--- src/rtl/pc_fetch.sv ---
// Program-counter register and instruction-fetch sequencer for the single-cycle core.
// Fetches over a req/ack handshake, waits for commit, and flags misaligned targets and bus timeouts.
module pc_fetch #(
    parameter logic [31:0] RESET_PC = 32'h0000_0000,
    parameter int unsigned TIMEOUT  = 255
) (
    input  logic        clk,
    input  logic        rst,
    input  logic [31:0] npc,
    input  logic        commit,
    input  logic        imem_ack,
    input  logic [31:0] imem_rdata,
    output logic [31:0] pc,
    output logic        imem_req,
    output logic [31:0] imem_addr,
    output logic [31:0] inst,
    output logic        inst_valid,
    output logic        misalign,
    output logic        bus_err,
    output logic [31:0] fetch_cnt
);

    localparam logic [1:0] S_IDLE  = 2'd0;
    localparam logic [1:0] S_FETCH = 2'd1;
    localparam logic [1:0] S_EXEC  = 2'd2;
    localparam logic [1:0] S_ERR   = 2'd3;

    localparam int unsigned TW = 8;
    // Last wait count before the fetch is declared dead.
    localparam logic [TW-1:0] TO_LAST = TW'(TIMEOUT - 1);

    logic [1:0]    state_q, state_d;
    logic [31:0]   pc_q, pc_d;
    logic [31:0]   inst_q, inst_d;
    logic [31:0]   cnt_q, cnt_d;
    logic [TW-1:0] to_q, to_d;
    logic          mis_q, mis_d;
    logic          err_q, err_d;

    logic npc_aligned;
    assign npc_aligned = (npc[1:0] == 2'b00);

    always_comb begin
        state_d = state_q;
        pc_d    = pc_q;
        inst_d  = inst_q;
        cnt_d   = cnt_q;
        to_d    = to_q;
        mis_d   = mis_q;
        err_d   = err_q;
        case (state_q)
            S_IDLE: begin
                state_d = S_FETCH;
            end
            S_FETCH: begin
                if (imem_ack) begin
                    inst_d  = imem_rdata;
                    cnt_d   = cnt_q + 32'd1;
                    to_d    = '0;
                    state_d = S_EXEC;
                end else if (to_q == TO_LAST) begin
                    err_d   = 1'b1;
                    state_d = S_ERR;
                end else begin
                    to_d = to_q + 8'd1;
                end
            end
            S_EXEC: begin
                if (commit) begin
                    if (npc_aligned) begin
                        pc_d    = npc;
                        state_d = S_FETCH;
                    end else begin
                        mis_d   = 1'b1;
                        state_d = S_ERR;
                    end
                end
            end
            S_ERR: begin
                state_d = S_ERR;
            end
            default: begin
                state_d = S_IDLE;
            end
        endcase
    end

    always_ff @(posedge clk) begin
        if (!rst) begin
            state_q <= S_IDLE;
            pc_q    <= RESET_PC;
            inst_q  <= '0;
            cnt_q   <= '0;
            to_q    <= '0;
            mis_q   <= 1'b0;
            err_q   <= 1'b0;
        end else begin
            state_q <= state_d;
            pc_q    <= pc_d;
            inst_q  <= inst_d;
            cnt_q   <= cnt_d;
            to_q    <= to_d;
            mis_q   <= mis_d;
            err_q   <= err_d;
        end
    end

    assign pc         = pc_q;
    assign imem_addr  = pc_q;
    assign imem_req   = (state_q == S_FETCH);
    assign inst_valid = (state_q == S_EXEC);
    assign inst       = inst_q;
    assign fetch_cnt  = cnt_q;
    assign misalign   = mis_q;
    assign bus_err    = err_q;

endmodule
--- config.mk ---
export PLATFORM = sky130hd
export DESIGN_NAME = pc_fetch
export DESIGN_NICKNAME = d
export VERILOG_FILES = /design/src/rtl/pc_fetch.sv
export SDC_FILE = /design/constraint.sdc
export NUM_CORES = 1
export LEC_CHECK = 0
export CORE_ASPECT_RATIO = 1.5
export CORE_MARGIN = 4
export CORE_UTILIZATION = 43
export CTS_BUF_LIST = sky130_fd_sc_hd__clkbuf_2 sky130_fd_sc_hd__clkbuf_4 sky130_fd_sc_hd__clkbuf_8
export DETAILED_ROUTE_END_ITERATION = 6
export GPL_ROUTABILITY_DRIVEN = 0
export HOLD_SLACK_MARGIN = 0.1
export PLACE_DENSITY = 0.83
export SETUP_SLACK_MARGIN = 0.02
export SLEW_MARGIN = 40
export SYNTH_ARGS = -nofsm -noshare
export SYNTH_HDL_FRONTEND = slang
export SYNTH_SLANG_ARGS = --single-unit
export TNS_END_PERCENT = 20
--- constraint.sdc ---
create_clock -name clk -period 2.65 [get_ports clk]
set_input_delay 0.265 -clock clk [delete_from_list [all_inputs] [get_ports clk]]
set_output_delay 0.265 -clock clk [all_outputs]
set_load 0.05 [all_outputs]
==> results of run 1 <==
[report_power, final]
| part | switching [uW] | internal [uW] |
|---|---|---|
| sequential | 27.3 | 1660 |
| clock | 522 | 645 |
| combinational | 251 | 185 |
[worst max-delay path, stage by stage (launching register included)]
cell	delay (ns)
dfxtp_1	0.53
nor2b_1	0.32
clkdlybuf4s50_1	0.89
[cells by family (layout without fill, tap and decap cells)]
family	after synthesis	after routing	synth area share (%)
simple gates	227	227	23.7
compound gates	127	127	16.0
flops	108	108	48.1
buf+inv	73	234	9.13
xor+xnor	11	11	2.14
fa+ha+maj	3	3	0.836
[layout make-up]
type	count	area share, %
clock buffers	10	2.08
clock inverters	4	1.50
inverters	10	0.568
multi-input cells	368	29.1
flip-flops and latches	108	32.7
well taps	141	2.67
repair buffers	210	31.4
[cells in the mapped netlist (8+ instances only)]
| cell | instances | share of area [%] |
|---|---|---|
| clkbuf_1 | 27 | 2.3 |
| nor2_1 | 16 | 1.3 |
| a21oi_1 | 88 | 9.8 |
| buf_4 | 32 | 5.3 |
| nand2_1 | 141 | 12 |
| nand4_1 | 8 | 1.1 |
| o31ai_1 | 15 | 2.5 |
| inv_1 | 9 | 0.75 |
| or4_1 | 16 | 2.7 |
| nand3_1 | 13 | 1.4 |
| dfxtp_1 | 108 | 48 |
[per-stage QoR]
step	instance area (um2)	total power, uW	hold WS, ns	worst slack [ns]	cells
floorplan	4490	1950	0.383	0.350	549
global route	6610	3420	0.425	0.175	851
finish	6610	3290	0.443	0.292	851
CTS	6610	3320	0.429	0.285	851
detailed placement	6370	2160	0.449	0.221	837
global placement	6370	2150	0.441	0.303	837
[registers in the layout, summed over array words and instances, names as in the netlist]
| signal | cells |
|---|---|
| bus_err | 1 |
| fetch_cnt | 32 |
| imem_addr | 32 |
| inst | 32 |
| misalign | 1 |
| state_q | 2 |
| to_q | 8 |
[per-layer routing]
| layer | GRT usage [%] | vias up | routed length [um] |
|---|---|---|---|
| li1 | - | 2159 | - |
| met1 | 22.3 | 2093 | 4900 |
| met2 | 38.5 | 140 | 6980 |
| met3 | 4.80 | 13 | 757 |
| met4 | 6.71 | 0 | 234 |
| met5 | 0 | - | 0 |
[worst max path at each step]
| stage | startpoint | endpoint | slack (ns) | cells past startpoint |
|---|---|---|---|---|
| after floorplan | fetch_cnt[0]$_SDFFE_PN0P_ | fetch_cnt[22]$_SDFFE_PN0P_ | 0.35 | 6 |
| after global placement | imem_ack | fetch_cnt[22]$_SDFFE_PN0P_ | 0.30 | 5 |
| after detailed placement | imem_ack | fetch_cnt[28]$_SDFFE_PN0P_ | 0.22 | 5 |
| after CTS | state_q[0]$_SDFFE_PN0P_ | imem_req | 0.28 | 2 |
| after global routing | state_q[0]$_SDFFE_PN0P_ | imem_req | 0.17 | 2 |
| final | state_q[0]$_SDFFE_PN0P_ | imem_req | 0.29 | 2 |
==> impl_metrics.py, run 1 <==
metrics = {
    "timing": {
        "fin_worst_skew_ns": 0.0103,
        "slew_headroom_pct": 53.6,
        "rsz0062_at_grt": "false",
        "fmax_mhz": 424,
        "tns_ns": 0,
        "timing.final.crit_share_pct": 89.0,
        "setup_viol": 0,
        "worstMarginPinSlew_ns": 0.693,
        "final-max-slew-violation-count": 0,
        "final.min_clock_period_ns": 2.36,
        "hold_viol_final": 0,
    },
    "route": {
        "ant_nets": 0,
        "wl_per_cell_um": 15.1,
        "viasPerCell": 5.18,
        "drt-total-wl_mm": 12.9,
        "via_count": 4405,
        "remaining_drc_errors": 0,
        "dr.pass1.iters": 4,
        "drt_iter0_drc": 150,
    },
    "min_path": {
        "whs_path_depth": 3,
        "hp-class": "input port to flop",
        "hold_start": "npc[19]",
        "hold_end": "imem_addr[19]$_SDFFE_PN0P_",
    },
    "clocking": {
        "clkLatencyLatePin_ns": 0.35,
        "postCtsHoldBufs": 0,
        "htreeDepth": 3,
        "cts.clk_slew.worst_paths_ns": 0.10,
        "cts_buffers": 9,
        "cts_tree": "yes",
        "cts_post_setup_buffers_inserted": 0,
        "cts_buffer_depth": 2,
        "root_buffer": "clkbuf_8",
        "cts_sinks": 108,
        "cts.repair.resized": 0,
    },
    "global_routing": {
        "grt_pass1_wl_mm": 20.5,
        "grt_max_degree": 36,
        "grt_pass1_vias": 4182,
        "grt_use_total_pct": 20.5,
        "gr-total-overflow": 0,
        "antenna_found_initial": 0,
    },
    "worst_setup_path": {
        "worst_setup_path_end_kind": "primary output",
        "rr_worst_depth": 4,
        "r2r-end": "fetch_cnt[28]$_SDFFE_PN0P_",
        "startpoint_type": "flop",
        "r2r_start": "fetch_cnt[16]$_SDFFE_PN0P_",
        "worst-setup-path-type": "flop to primary output",
        "cp.arrival_ns": 2.09,
        "crit_fanout": 7,
        "critPathRequiredTime_ns": 2.38,
        "rrSetupSlack_ns": 0.43,
    },
    "floorplanning": {
        "fp-row-count": 45,
        "die_area_um2": 12200,
        "initial_core_util_pct": 44.1,
        "fp.coreArea_um2": 10200,
        "die_h_um": 133,
        "die_w_um": 91.5,
        "io_pins": 200,
    },
    "yosys": {
        "netlist_instances": 549,
        "async_flop_share_pct": 0,
        "synth_edf_count": 0,
        "yosysWarningCount": 0,
        "ys.flop_type": "dfxtp_1",
        "yosysUniqueCellTypes": 43,
        "syn-mean-instance-area_um2": 8.18,
        "synth-seq-cells": 108,
        "ys_seq_area_share_pct": 48.1,
        "synth_area_um2": 4490,
        "syn-num-nets": 620,
    },
    "power_and_ir_drop": {
        "peakVddDrop_v": 0.000404,
        "cellPowerDensity_nw_per_um2": 497,
        "p_leak_uw": 0.00218,
    },
    "cells_and_area": {
        "nNetsFinal": 778,
        "seqCellArea_um2": 2160,
        "post_route_cells_drive_above_1_share_pct": 4.37,
        "multi_input_area_um2": 1920,
        "syn_to_final_growth_pct": 47.1,
        "nFillCells": 849,
        "final_cell_mix": "clkdlybuf4s50_1 (199), nand2_1 (141), dfxtp_1 (108), a21oi_1 (88)",
        "num_antenna_cells": 0,
        "finish.utilization_pct": 64.8,
        "final_common_cell": "clkdlybuf4s50_1",
    },
    "placed_design": {
        "dpl.hpwl_mm": 9.75,
        "port_buffers": 199,
    },
    "outcome": {
        "outcome": "complete, no violations",
    },
    "run": {
        "maxCapViolations": 0,
    },
}
(Power assumes the default switching activity.)
==> run 2: changes to the inputs <==
--- a/config.mk
+++ b/config.mk
@@ -10,11 +10,10 @@
 export CORE_UTILIZATION = 43
 export CTS_BUF_LIST = sky130_fd_sc_hd__clkbuf_2 sky130_fd_sc_hd__clkbuf_4 sky130_fd_sc_hd__clkbuf_8
 export DETAILED_ROUTE_END_ITERATION = 6
-export GPL_ROUTABILITY_DRIVEN = 0
 export HOLD_SLACK_MARGIN = 0.1
 export PLACE_DENSITY = 0.83
 export SETUP_SLACK_MARGIN = 0.02
-export SLEW_MARGIN = 40
+export SLEW_MARGIN = 20
 export SYNTH_ARGS = -nofsm -noshare
 export SYNTH_HDL_FRONTEND = slang
 export SYNTH_SLANG_ARGS = --single-unit
==> results of run 2 <==
Final layout, timing and power as in run 1 (identical DEF).
==> run 3: changes to the inputs <==
--- a/config.mk
+++ b/config.mk
@@ -6,7 +6,7 @@
 export NUM_CORES = 1
 export LEC_CHECK = 0
 export CORE_ASPECT_RATIO = 1.5
-export CORE_MARGIN = 4
+export CORE_MARGIN = 3
 export CORE_UTILIZATION = 43
 export CTS_BUF_LIST = sky130_fd_sc_hd__clkbuf_2 sky130_fd_sc_hd__clkbuf_4 sky130_fd_sc_hd__clkbuf_8
 export DETAILED_ROUTE_END_ITERATION = 6
==> run 3 against run 2 <==
Clock-buffer cell count increased by 1. Non-clock buffer count stayed put. Combinational power barely moved. Final cell count fell by 2.6%. Register-to-register slack about the same. Sequential share of layout area is 0.22 points higher. Setup slack improved by 0.0085 ns. Wire length fell by 2.7%. Global-route usage increased by 0.19 points. Critical path depth unchanged. Utilization down 0.084 points. Maximum frequency up 0.36%.
==> impl_metrics.py, run 3 (synthesized netlist as in run 1, its figures left out) <==
metrics = {
    "clocking": {
        "postCtsHoldBufs": 0,
        "cts_post_setup_buffers_inserted": 0,
        "cts_sinks": 108,
        "cts.repair.resized": 0,
        "clkLatencyLatePin_ns": 0.37,
        "cts_tree": "yes",
        "cts.clk_slew.worst_paths_ns": 0.11,
        "cts_buffers": 9,
        "htreeDepth": 3,
        "cts_buffer_depth": 2,
        "root_buffer": "clkbuf_8",
    },
    "min_path": {
        "hp-class": "input port to flop",
        "whs_path_depth": 3,
        "hold_start": "imem_rdata[8]",
        "hold_end": "inst[8]$_SDFFE_PN0P_",
    },
    "worst_setup_path": {
        "r2r-end": "fetch_cnt[28]$_SDFFE_PN0P_",
        "worst-setup-path-type": "flop to primary output",
        "worst_setup_path_end_kind": "primary output",
        "startpoint_type": "flop",
        "r2r_start": "fetch_cnt[17]$_SDFFE_PN0P_",
        "rr_worst_depth": 4,
        "rrSetupSlack_ns": 0.43,
        "critPathRequiredTime_ns": 2.38,
        "cp.arrival_ns": 2.08,
        "crit_fanout": 8,
    },
    "timing": {
        "slew_headroom_pct": 53.5,
        "timing.final.crit_share_pct": 88.7,
        "final.min_clock_period_ns": 2.35,
        "setup_viol": 0,
        "fin_worst_skew_ns": 0.0191,
        "tns_ns": 0,
        "final-max-slew-violation-count": 0,
        "rsz0062_at_grt": "false",
        "hold_ws_ns": 0.428,
        "hold_viol_final": 0,
        "fmax_mhz": 426,
        "worstMarginPinSlew_ns": 0.695,
    },
    "route": {
        "remaining_drc_errors": 0,
        "wl_per_cell_um": 15.1,
        "viasPerCell": 5.23,
        "via_count": 4333,
        "dr.pass1.iters": 6,
        "drt_iter0_drc": 123,
        "ant_nets": 0,
        "drt-total-wl_mm": 12.5,
    },
    "cells_and_area": {
        "final_common_cell": "clkdlybuf4s50_1",
        "multi_input_area_um2": 1920,
        "final_cell_mix": "clkdlybuf4s50_1 (199), nand2_1 (141), dfxtp_1 (108), a21oi_1 (88)",
        "nFillCells": 842,
        "post_route_cells_drive_above_1_share_pct": 4.63,
        "syn_to_final_growth_pct": 46.1,
        "nNetsFinal": 778,
        "final_cells": 829,
        "num_antenna_cells": 0,
        "seqCellArea_um2": 2160,
    },
    "floorplanning": {
        "initial_core_util_pct": 44.3,
        "die_w_um": 89.5,
        "die_h_um": 131,
        "fp-row-count": 45,
        "die_area_um2": 11700,
        "fp.coreArea_um2": 10100,
        "io_pins": 200,
    },
    "placed_design": {
        "place_inst": 813,
        "port_buffers": 199,
        "dpl.hpwl_mm": 9.32,
        "gp_congestion": 0.840,
    },
    "global_routing": {
        "antenna_found_initial": 0,
        "grt_max_degree": 68,
        "grt_pass1_wl_mm": 19.5,
        "grt_use_total_pct": 20.7,
        "grt_pass1_vias": 4003,
        "gr-total-overflow": 0,
    },
    "power_and_ir_drop": {
        "cellPowerDensity_nw_per_um2": 481,
        "p_leak_uw": 0.00218,
        "peakVddDrop_v": 0.000320,
    },
    "run": {
        "maxCapViolations": 0,
    },
    "outcome": {
        "outcome": "complete, no violations",
    },
}
run 3: critical path, cell delays in order (launching register included):
cell and delay (ns):
dfxtp_1 0.48, nor2b_1 0.36, clkdlybuf4s50_1 0.88
run 3: cell type report:
type	count	share of cell area (%)
Inverter	10	0.572
Timing Repair Buffer	210	31.8
Sequential cell	108	32.9
Clock inverter	5	0.877
Multi-Input combinational cell	368	29.3
Tap cell	117	2.23
Clock buffer	11	2.31
run 3: how the worst max path moves through the flow:
| stage | startpoint | to | slack, ns | depth (start not counted) |
|---|---|---|---|---|
| floorplan | fetch_cnt[0]$_SDFFE_PN0P_ | fetch_cnt[22]$_SDFFE_PN0P_ | 0.35 | 6 |
| global placement | imem_ack | fetch_cnt[20]$_SDFFE_PN0P_ | 0.32 | 5 |
| detailed placement | imem_ack | fetch_cnt[18]$_SDFFE_PN0P_ | 0.19 | 5 |
| CTS | state_q[0]$_SDFFE_PN0P_ | imem_req | 0.31 | 2 |
| global route | state_q[1]$_SDFFE_PN0P_ | inst_valid | 0.16 | 2 |
| finish | state_q[1]$_SDFFE_PN0P_ | inst_valid | 0.30 | 2 |
run 3: per-layer routing:
metal,up-vias,wire (um),track usage [%]
met4,0,194,6.54
met5,-,0,0
li1,2162,-,-
met1,2035,4840,22.8
met3,12,677,4.77
met2,124,6820,37.7
run 3: report_power, final:
group | leakage [uW] | switching, uW | internal (uW)
Clock | 0.000110 | 546 | 491
Combinational | 0.00120 | 251 | 188
Sequential | 0.000874 | 24.7 | 1660
Total | 0.00218 | 821 | 2340
run 3: per-stage QoR:
step	utilization, %	power, uW	instance area (um2)	setup slack, ns
floorplan	-	1950	4490	0.350
global placement	62.7	2150	6350	0.321
detailed placement	62.7	2160	6350	0.192
CTS	64.8	3190	6560	0.313
global route	64.8	3270	6560	0.164
finish	64.8	3160	6560	0.300
